`config.mk`:
```
export PLATFORM = sky130hd
export DESIGN_NAME = fpu_minmax_reduce
export DESIGN_NICKNAME = d
export VERILOG_FILES = /design/src/rtl/fpu_minmax_reduce_pkg.sv /design/src/rtl/fpu_minmax_cmp.sv /design/src/rtl/fpu_minmax_reduce.sv
export SDC_FILE = /design/constraint.sdc
export NUM_CORES = 1
export LEC_CHECK = 0
export ABC_AREA = 1
export CAP_MARGIN = 25
export CORE_MARGIN = 2
export CORE_UTILIZATION = 51
export DETAILED_ROUTE_END_ITERATION = 8
export PLACE_DENSITY = 0.78
export SYNTH_ARGS = -nofsm -noshare
export SYNTH_HDL_FRONTEND = slang
export SYNTH_SLANG_ARGS = --single-unit
export TNS_END_PERCENT = 5
```
`constraint.sdc`:
```
create_clock -name clk -period 2.97 [get_ports clk]
set_clock_uncertainty 0.2 [all_clocks]
set_input_delay 0.594 -clock clk [delete_from_list [all_inputs] [get_ports clk]]
set_output_delay 0.594 -clock clk [all_outputs]
set_load 0.02 [all_outputs]
```
`src/rtl/fpu_minmax_reduce_pkg.sv`:
```
// ----------------------------------------------------------------------------
// fpu_pkg -- shared definitions for the floating-point min/max reducer.
//   * default field widths (exponent, fraction, element index)
//   * MODE_MAX / MODE_MIN encodings of the mode input
//   * state_t: reducer FSM states
//   * canon_qnan(): canonical quiet-NaN bit pattern for a given format
// ----------------------------------------------------------------------------
package fpu_pkg;

    localparam int EXP_W_DEF  = 8;
    localparam int FRAC_W_DEF = 23;
    localparam int IDX_W_DEF  = 8;

    localparam logic MODE_MAX = 1'b1;
    localparam logic MODE_MIN = 1'b0;

    typedef enum logic {
        IDLE  = 1'b0,   // no vector open
        ACCUM = 1'b1    // vector open, accumulating
    } state_t;

    // Sign 1, exponent all ones, fraction MSB 1, rest 0. Built as a run of
    // (exp_w + 2) ones placed so that it ends at the fraction MSB.
    // Formats up to 64 bits wide are supported.
    function automatic logic [63:0] canon_qnan(input int exp_w, input int frac_w);
        logic [63:0] ones;
        ones = (64'd1 << (exp_w + 2)) - 64'd1;
        return ones << (frac_w - 1);
    endfunction

endpackage

```
`src/rtl/fpu_minmax_cmp.sv`:
```
// ----------------------------------------------------------------------------
// fpu_minmax_cmp -- combinational two-operand ordering for min/max reduction.
// Ports:
//   a      in  W   current accumulator value
//   b      in  W   candidate value
//   mode   in  1   MODE_MAX: b wins if strictly greater; MODE_MIN: if smaller
//   b_wins out 1   b strictly beats a (meaningless when either is NaN)
//   a_nan  out 1   a is a NaN (exp all ones, frac nonzero)
//   b_nan  out 1   b is a NaN
// ----------------------------------------------------------------------------
module fpu_minmax_cmp
    import fpu_pkg::*;
#(
    parameter int EXP_W  = EXP_W_DEF,
    parameter int FRAC_W = FRAC_W_DEF
) (
    input  logic [EXP_W+FRAC_W:0] a,
    input  logic [EXP_W+FRAC_W:0] b,
    input  logic                  mode,
    output logic                  b_wins,
    output logic                  a_nan,
    output logic                  b_nan
);

    localparam int W = 1 + EXP_W + FRAC_W;

    logic [W-1:0] w_key_a;
    logic [W-1:0] w_key_b;

    assign a_nan = (&a[W-2 -: EXP_W]) && (|a[FRAC_W-1:0]);
    assign b_nan = (&b[W-2 -: EXP_W]) && (|b[FRAC_W-1:0]);

    // Map sign-magnitude onto a monotonic unsigned key: positives sit above
    // all negatives, and negative magnitudes are inverted so larger magnitude
    // means smaller value. -0 maps just below +0, infinities to the extremes.
    assign w_key_a = a[W-1] ? {1'b0, ~a[W-2:0]} : {1'b1, a[W-2:0]};
    assign w_key_b = b[W-1] ? {1'b0, ~b[W-2:0]} : {1'b1, b[W-2:0]};

    // Strict comparison: ties leave the earlier element in place.
    assign b_wins = (mode == MODE_MAX) ? (w_key_b > w_key_a) : (w_key_b < w_key_a);

endmodule

```
`src/rtl/fpu_minmax_reduce.sv`:
```
// ----------------------------------------------------------------------------
// fpu_minmax_reduce -- streaming fmin/fmax reduction over a vector of floats,
// reporting the winning value and its 0-based position.
// Ports:
//   clk, rst_n          clock, asynchronous active-low reset
//   mode                1 = fmax, 0 = fmin; captured with a vector's first element
//   in_valid/in_ready   input handshake; in_ready = !out_valid || out_ready
//   in_data [W]         {sign, exp, frac}
//   in_last             final element of the vector
//   out_valid/out_ready result handshake; result registered one cycle after
//                       the last element is accepted
//   out_data [W]        min/max (canonical qNaN if any element was NaN)
//   out_index [IDX_W]   position of the winner / first NaN (wraps mod 2^IDX_W)
//   out_nan             vector contained a NaN
// Build option: define FPU_MINMAX_DAZ_EN to flush subnormal inputs to signed
// zero before comparison and storage.
// ----------------------------------------------------------------------------
module fpu_minmax_reduce
    import fpu_pkg::*;
#(
    parameter int EXP_W  = EXP_W_DEF,
    parameter int FRAC_W = FRAC_W_DEF,
    parameter int IDX_W  = IDX_W_DEF
) (
    input  logic                  clk,
    input  logic                  rst_n,
    input  logic                  mode,
    input  logic                  in_valid,
    output logic                  in_ready,
    input  logic [EXP_W+FRAC_W:0] in_data,
    input  logic                  in_last,
    output logic                  out_valid,
    input  logic                  out_ready,
    output logic [EXP_W+FRAC_W:0] out_data,
    output logic [IDX_W-1:0]      out_index,
    output logic                  out_nan
);

    localparam int              W         = 1 + EXP_W + FRAC_W;
    localparam logic [63:0]     QNAN_FULL = canon_qnan(EXP_W, FRAC_W);
    localparam logic [W-1:0]    QNAN      = QNAN_FULL[W-1:0];

    state_t           r_state;
    state_t           w_state_nxt;
    logic [W-1:0]     r_acc;
    logic [IDX_W-1:0] r_acc_idx;
    logic [IDX_W-1:0] r_cnt;        // index of the most recently accepted element
    logic             r_nan;
    logic             r_mode;
    logic             r_out_valid;
    logic [W-1:0]     r_out_data;
    logic [IDX_W-1:0] r_out_index;
    logic             r_out_nan;

    logic             w_in_fire;
    logic             w_out_fire;
    logic             w_first;
    logic [W-1:0]     w_in_eff;
    logic [IDX_W-1:0] w_elem_idx;
    logic             w_b_wins;
    logic             w_a_nan;
    logic             w_b_nan;
    logic [W-1:0]     w_acc_nxt;
    logic [IDX_W-1:0] w_acc_idx_nxt;
    logic             w_nan_nxt;
    logic             w_mode_nxt;

    assign in_ready   = !r_out_valid || out_ready;
    assign w_in_fire  = in_valid && in_ready;
    assign w_out_fire = r_out_valid && out_ready;
    assign w_first    = (r_state == IDLE);

`ifdef FPU_MINMAX_DAZ_EN
    // Exponent zero covers both true zeros and subnormals; either becomes a
    // signed zero.
    assign w_in_eff = (in_data[W-2 -: EXP_W] == '0) ? {in_data[W-1], {(W-1){1'b0}}}
                                                    : in_data;
`else
    assign w_in_eff = in_data;
`endif

    fpu_minmax_cmp #(
        .EXP_W  (EXP_W),
        .FRAC_W (FRAC_W)
    ) u_cmp (
        .a      (r_acc),
        .b      (w_in_eff),
        .mode   (r_mode),
        .b_wins (w_b_wins),
        .a_nan  (w_a_nan),
        .b_nan  (w_b_nan)
    );

    // FSM state register.
    always_ff @(posedge clk or negedge rst_n) begin
        if (!rst_n) begin
            r_state <= IDLE;
        end else begin
            // NOTE: sequential state uses non-blocking assignment so every
            // register samples pre-edge values regardless of block order.
            r_state <= w_state_nxt;
        end
    end

    always_comb begin
        // NOTE: every combinational output is defaulted first so no path
        // leaves it unassigned, which would infer a latch.
        w_state_nxt = r_state;
        if (w_in_fire) begin
            w_state_nxt = in_last ? IDLE : ACCUM;
        end
    end

    // Accumulator update for the element currently on the input.
    always_comb begin
        w_elem_idx    = w_first ? '0 : r_cnt + 1'b1;
        w_acc_nxt     = r_acc;
        w_acc_idx_nxt = r_acc_idx;
        w_nan_nxt     = r_nan;
        w_mode_nxt    = r_mode;
        if (w_first) begin
            w_acc_nxt     = w_in_eff;
            w_acc_idx_nxt = '0;
            w_nan_nxt     = w_b_nan;
            w_mode_nxt    = mode;
        end else if (!(r_nan || w_a_nan)) begin
            // Once a NaN is seen the result is fixed; only the first NaN's
            // position is kept.
            if (w_b_nan) begin
                w_acc_nxt     = w_in_eff;
                w_acc_idx_nxt = w_elem_idx;
                w_nan_nxt     = 1'b1;
            end else if (w_b_wins) begin
                w_acc_nxt     = w_in_eff;
                w_acc_idx_nxt = w_elem_idx;
            end
        end
    end

    always_ff @(posedge clk or negedge rst_n) begin
        if (!rst_n) begin
            r_acc       <= '0;
            r_acc_idx   <= '0;
            r_cnt       <= '0;
            r_nan       <= 1'b0;
            r_mode      <= 1'b0;
            r_out_valid <= 1'b0;
            r_out_data  <= '0;
            r_out_index <= '0;
            r_out_nan   <= 1'b0;
        end else begin
            if (w_in_fire) begin
                r_acc     <= w_acc_nxt;
                r_acc_idx <= w_acc_idx_nxt;
                r_cnt     <= w_elem_idx;
                r_nan     <= w_nan_nxt;
                r_mode    <= w_mode_nxt;
            end
            // A last element is only accepted when the output slot is free or
            // draining this cycle, so loading here never overwrites a held result.
            if (w_in_fire && in_last) begin
                r_out_valid <= 1'b1;
                r_out_data  <= w_nan_nxt ? QNAN : w_acc_nxt;
                r_out_index <= w_acc_idx_nxt;
                r_out_nan   <= w_nan_nxt;
            end else if (w_out_fire) begin
                r_out_valid <= 1'b0;
            end
        end
    end

    assign out_valid = r_out_valid;
    assign out_data  = r_out_data;
    assign out_index = r_out_index;
    assign out_nan   = r_out_nan;

endmodule

```
# Word-level counts from Yosys, hierarchy flattened
# Index checks and enable logic that the tools add are counted.
# W data, S select, Z words.
# word_totals
ff_bits,93
output_inout_bits,43
elab_cells,49
# op_classes
add_sub_neg,1
n_lt_le_gt_ge,2
muxes,19
bitwise_logic,3
reduce_logical,14
# ops
op,count
$mux W32,7
$not A31 Y31,2
$reduce_or A23 Y1,2
$mux W8,5
$gt A32 B32 Y1,1
$lt A32 B32 Y1,1
$reduce_and A8 Y1,2
$add A8 B1 Y8 const B,1
$mux W1,7
$logic_and A1 B1 Y1,5
$logic_or A1 B1 Y1,2
$reduce_and A2 Y1,1
$reduce_bool A2 Y1,1
$logic_not A1 Y1,1
$not A1 Y1,1

# Longest topological paths before layout
# depth
word_depth,9
mapped_depth,24
mapped_depth_nobuf,21

# Hierarchy
# A second synthesis with hierarchy kept.
# unflattened
cells_unflattened,710
hier_area_um2,5650.4
# by_module_without_submodules
module,n_inst,cells_each,area_per_inst_um2
fpu_minmax_reduce,1,497,4108.9
fpu_minmax_cmp,1,213,1541.5

# Worst setup path after synthesis
# No wires, ideal clock.
# synth_path
path_type,input to register
from,input in_data[31]
to,register r_acc[10]
setup_ps,130
arrival_time_ps,2843
setup_slack_ps,-203
path_stages,18
path_cell_list,clkbuf_1 clkbuf_1 xor2_1 ha_1 nand2_1 nor2_2 nand2_1 nor3b_2 nand2_1 nand2_1 nand2_1 nand3_2 nand2_4 nand2_4 buf_6 nand2_2 nand3_1 o21ai_1
# synth_via
elab_chain_cells,7
word_cells_on_any_way,8
# synth_rtl
item,line_no,text
start: declaration,fpu_minmax_reduce.sv:30,"input logic [EXP_W+FRAC_W:0] in_data,"
$mux W32 (*),fpu_minmax_cmp.sv:37,"assign w_key_b = b[W-1] ? {1'b0, ~b[W-2:0]} : {1'b1, b[W-2:0]};"
$lt A32 B32 Y1 / $gt A32 B32 Y1 (equally long branches),fpu_minmax_cmp.sv:40,assign b_wins = (mode == MODE_MAX) ? (w_key_b > w_key_a) : (w_key_b < w_key_a);
$mux W1 (*),fpu_minmax_cmp.sv:40,
$mux W32 (*),fpu_minmax_reduce.sv:133,end else if (w_b_wins) begin
$mux W32 (*),fpu_minmax_reduce.sv:129,if (w_b_nan) begin
$mux W32 (*),fpu_minmax_reduce.sv:126,end else if (!(r_nan || w_a_nan)) begin
$mux W32 (*),fpu_minmax_reduce.sv:121,if (w_first) begin
end signal: assignment,fpu_minmax_reduce.sv:153,r_acc <= w_acc_nxt;
end: declaration,fpu_minmax_reduce.sv:45,logic [W-1:0] r_acc;
# Mark *: on every way between the ends. The rest lies on a longest branch, timed or not.
# A chain may end at the register's enable or synchronous reset.

# Worst setup path in the final report
# layout_path
from,register r_acc[31]
to,register r_acc[13]
# layout_via
elab_chain_cells,7
word_cells_on_any_way,8
# layout_rtl
item,line_no,text
$mux W32 (*),fpu_minmax_cmp.sv:36,"assign w_key_a = a[W-1] ? {1'b0, ~a[W-2:0]} : {1'b1, a[W-2:0]};"
$lt A32 B32 Y1 / $gt A32 B32 Y1 (equally long branches),fpu_minmax_cmp.sv:40,
$mux W1 (*),fpu_minmax_cmp.sv:40,
$mux W32 (*),fpu_minmax_reduce.sv:133,
$mux W32 (*),fpu_minmax_reduce.sv:129,
$mux W32 (*),fpu_minmax_reduce.sv:126,
$mux W32 (*),fpu_minmax_reduce.sv:121,
# Marked as above.

==> metrics.txt <==
setup ws final -75.4 ps; number of synthesis warnings 0; clock transition at the registers of the reported paths 70 ps; placed cell count 1032; clock latency on the worst-skew pair 350 ps; IO Pins 81; Clk Tree Root Cell clkbuf_16; Mean Syn Cell Area 7.63 um^2; fin crit share 103%; Fmax 328 MHz; status finished with violations; TNS Setup -1390 ps; Finish-stage setup viols 56; RSZ-0062 raised after global routing true; Slew @ Worst Pin 640 ps; worst relative slew slack 57.0%; reg2reg path depth 19; VDD IR max 0.544 mV; drt via density 5.41; r2r setup slk -80 ps; Starting Density 52.7%; Leak 4.12 nW; Power Density 1090 nW/um^2; antenna-violating nets left 0; Total Routed Length 16400 um; Layout area overhead 32.5%; DR vias 5718; RR Endpoint r_acc[13]$_DFFE_PN0P_; HP Class flip-flop to flip-flop; first-pass GRT wire length 25900 um; ant diodes 0; Max-Cap Viols 0; die height 113 um; layout cells sized above 1 16.7%; Overflow after GRT 0; Die X 113 um; fillers 905; HP Start out_data[18]$_DFFE_PN0P_; Layout Cells excl Fill 1057; HPWL after DPL 10800 um; register area share after synthesis 38.5%; CP Capture Type flip-flop; worst flop-to-flop path startpoint r_acc[31]$_DFFE_PN0P_; Total GRT Usage 25.0%; cell depth of the worst min-delay path 2; failing checks setup timing; top cells by area, synth dfrtp_1 39%, nand2_1 11%, nand3_1 11%, ha_1 6.8%, inv_1 6.3%; H-tree levels 3; DR WL/cell 15.5 um; Gate Count Post-Synth 792; largest buffer count on any clock path 2; Tot Pwr 8.73 mW; CP Launch Type flip-flop; die area 12700 um^2; first-iteration detailed-routing DRC count 386; first-pass iteration count of the detailed router 5; Endpoint, Worst Hold out_data[18]$_DFFE_PN0P_; Placer Congestion 0.878; vias in the first global route 5476; Slew Viols, Final 0; core area 11500 um^2; initial antenna violation count 0; fin nets 980; Critical Path AT 3120 ps; post-synth top area share 38.5%; Crit Path Category flip-flop to flip-flop; Buffers on Ports 80; Netlist cell types 31; TritonCTS clock tree done; Post-Place Setup Slack -356 ps; synthesized area 6040 um^2; largest net degree at the start of global routing 81; minimum clock period 3050 ps; CP required 3050 ps; syn_nets 863; Final Hold Viols 0; CTS buffer count 9; CP Max Fanout 8; Critical Path Start r_acc[31]$_DFFE_PN0P_; Cell Rows 39; synthesis-stage register bit count 93; DR DRC count 0; clock sinks 93; cell taking the most area after synthesis dfrtp_1
cell usage in the layout (no fill, tap or decap), drive strengths merged:
cell,n
mux2i,1
buf,65
nor4,9
or2,9
a21o,2
clkinvlp,2
nor3b,1
ha,33
dlymetal6s2s,19
nand4,10
xnor2,31
nor3,1
o21ai,54
bufinv,1
nor2,20
dlygate4sd3,1
nand2,202
clkbuf,14
clkinv,2
inv,102
a21oi,20
nand3,130
xor2,31
dfrtp,93
o21a,2
clkdlybuf4s50,59
registers in the layout, summed over array words and instances (netlist names):
signal,flops
out_data,32
r_cnt,8
out_valid,1
out_index,8
r_acc,32
r_nan,1
r_state,1
out_nan,1
r_mode,1
r_acc_idx,8
critical path: stages, from the launching register on:
cell and delay [ps]:
dfrtp_2 480, buf_12 180, buf_4 130, xnor2_1 120
ha_1 270, nand2_1 80, nor2_2 160, nand2_2 90
inv_1 80, nand2_1 80, nand2_1 90, nand2_1 70
nand3_1 90, nand3_2 110, nand2_4 160, nand2_8 120
clkbuf_16 200, nand2_2 80, nand3_1 80, o21ai_1 90
per-stage QoR:
| step | util [%] | hold WS [ps] | cell area [um^2] |
|---|---|---|---|
| final | 69.8 | 278 | 8000 |
| after global routing | 69.8 | 303 | 8000 |
| after CTS | 66.7 | 282 | 7650 |
| after detailed placement | 63.8 | 265 | 7320 |
| after global placement | 63.8 | 261 | 7320 |
| after floorplan | - | 98.4 | 6050 |
how the worst max path moves through the flow:
| stage | slack (ps) | to | cells after the start |
|---|---|---|---|
| floorplan | 5 | r_acc[10]$_DFFE_PN0P_ | 18 |
| global placement | -300 | out_data[26]$_DFFE_PN0P_ | 17 |
| detailed placement | -360 | out_data[25]$_DFFE_PN0P_ | 17 |
| CTS | 8 | r_acc[6]$_DFFE_PN0P_ | 17 |
| global route | -290 | r_acc[10]$_DFFE_PN0P_ | 22 |
| finish | -80 | r_acc[13]$_DFFE_PN0P_ | 19 |
where the power goes:
part	switching, mW	total, mW	internal, mW
combinational	2.88	5.30	2.42
clock	0.513	1.21	0.699
sequential	0.430	2.22	1.79
total	3.82	8.73	4.91
kinds of logic (layout without fill, tap and decap cells):
group / Yosys count / count (layout) / share of synthesized area (%)
and+or+nand+nor: 382 / 382 / 29.1
buffers and inverters: 143 / 265 / 9.70
DFF: 93 / 93 / 38.5
AOI/OAI and AO/OA: 78 / 78 / 6.69
xor gates and xnor gates: 62 / 62 / 8.99
adders and majority gates: 33 / 33 / 6.84
muxes: 1 / 1 / 0.166
synthesized netlist by cell type (all sizes together):
cell and n:
nor3b 1, a21oi 20, dfrtp 93, inv 102
nor3 1, nand3 130, xnor2 31, ha 33
clkbuf 23, o21ai 54, buf 18, nor4 9
a21o 2, nand4 10, o21a 2, xor2 31
nand2 202, nor2 20, mux2i 1, or2 9
routing by layer:
layer  GRT usage, %  up-vias  wire length [um]
met2           41.0      179              7930
met3           2.95       40               870
met5              0        -                 0
li1               -     2786                 -
met1           34.0     2713              7080
met4           10.2        0               493
what timing repair did:
action                                  4_1_cts  5_1_grt
resized for setup                             3       62
setup buffers                                 0        5
gates cloned                                  0        3
endpoints found under the setup margin       36       80
pin swaps                                     0       27
hold buffers                                  1        0
hold endpoints to repair                     20        0
final cells by class:
cell class | instances | area, um^2 | share of cell area [%]
tap | 143 | 179 | 2.24
clock buffer | 11 | 253 | 3.16
inverter | 102 | 383 | 4.78
sequential | 93 | 2330 | 29.1
multi-input combinational | 556 | 3290 | 41.2
timing repair buffer | 147 | 1510 | 18.8
clock inverter | 5 | 58.8 | 0.735
Power figures use the tool's default switching activity.
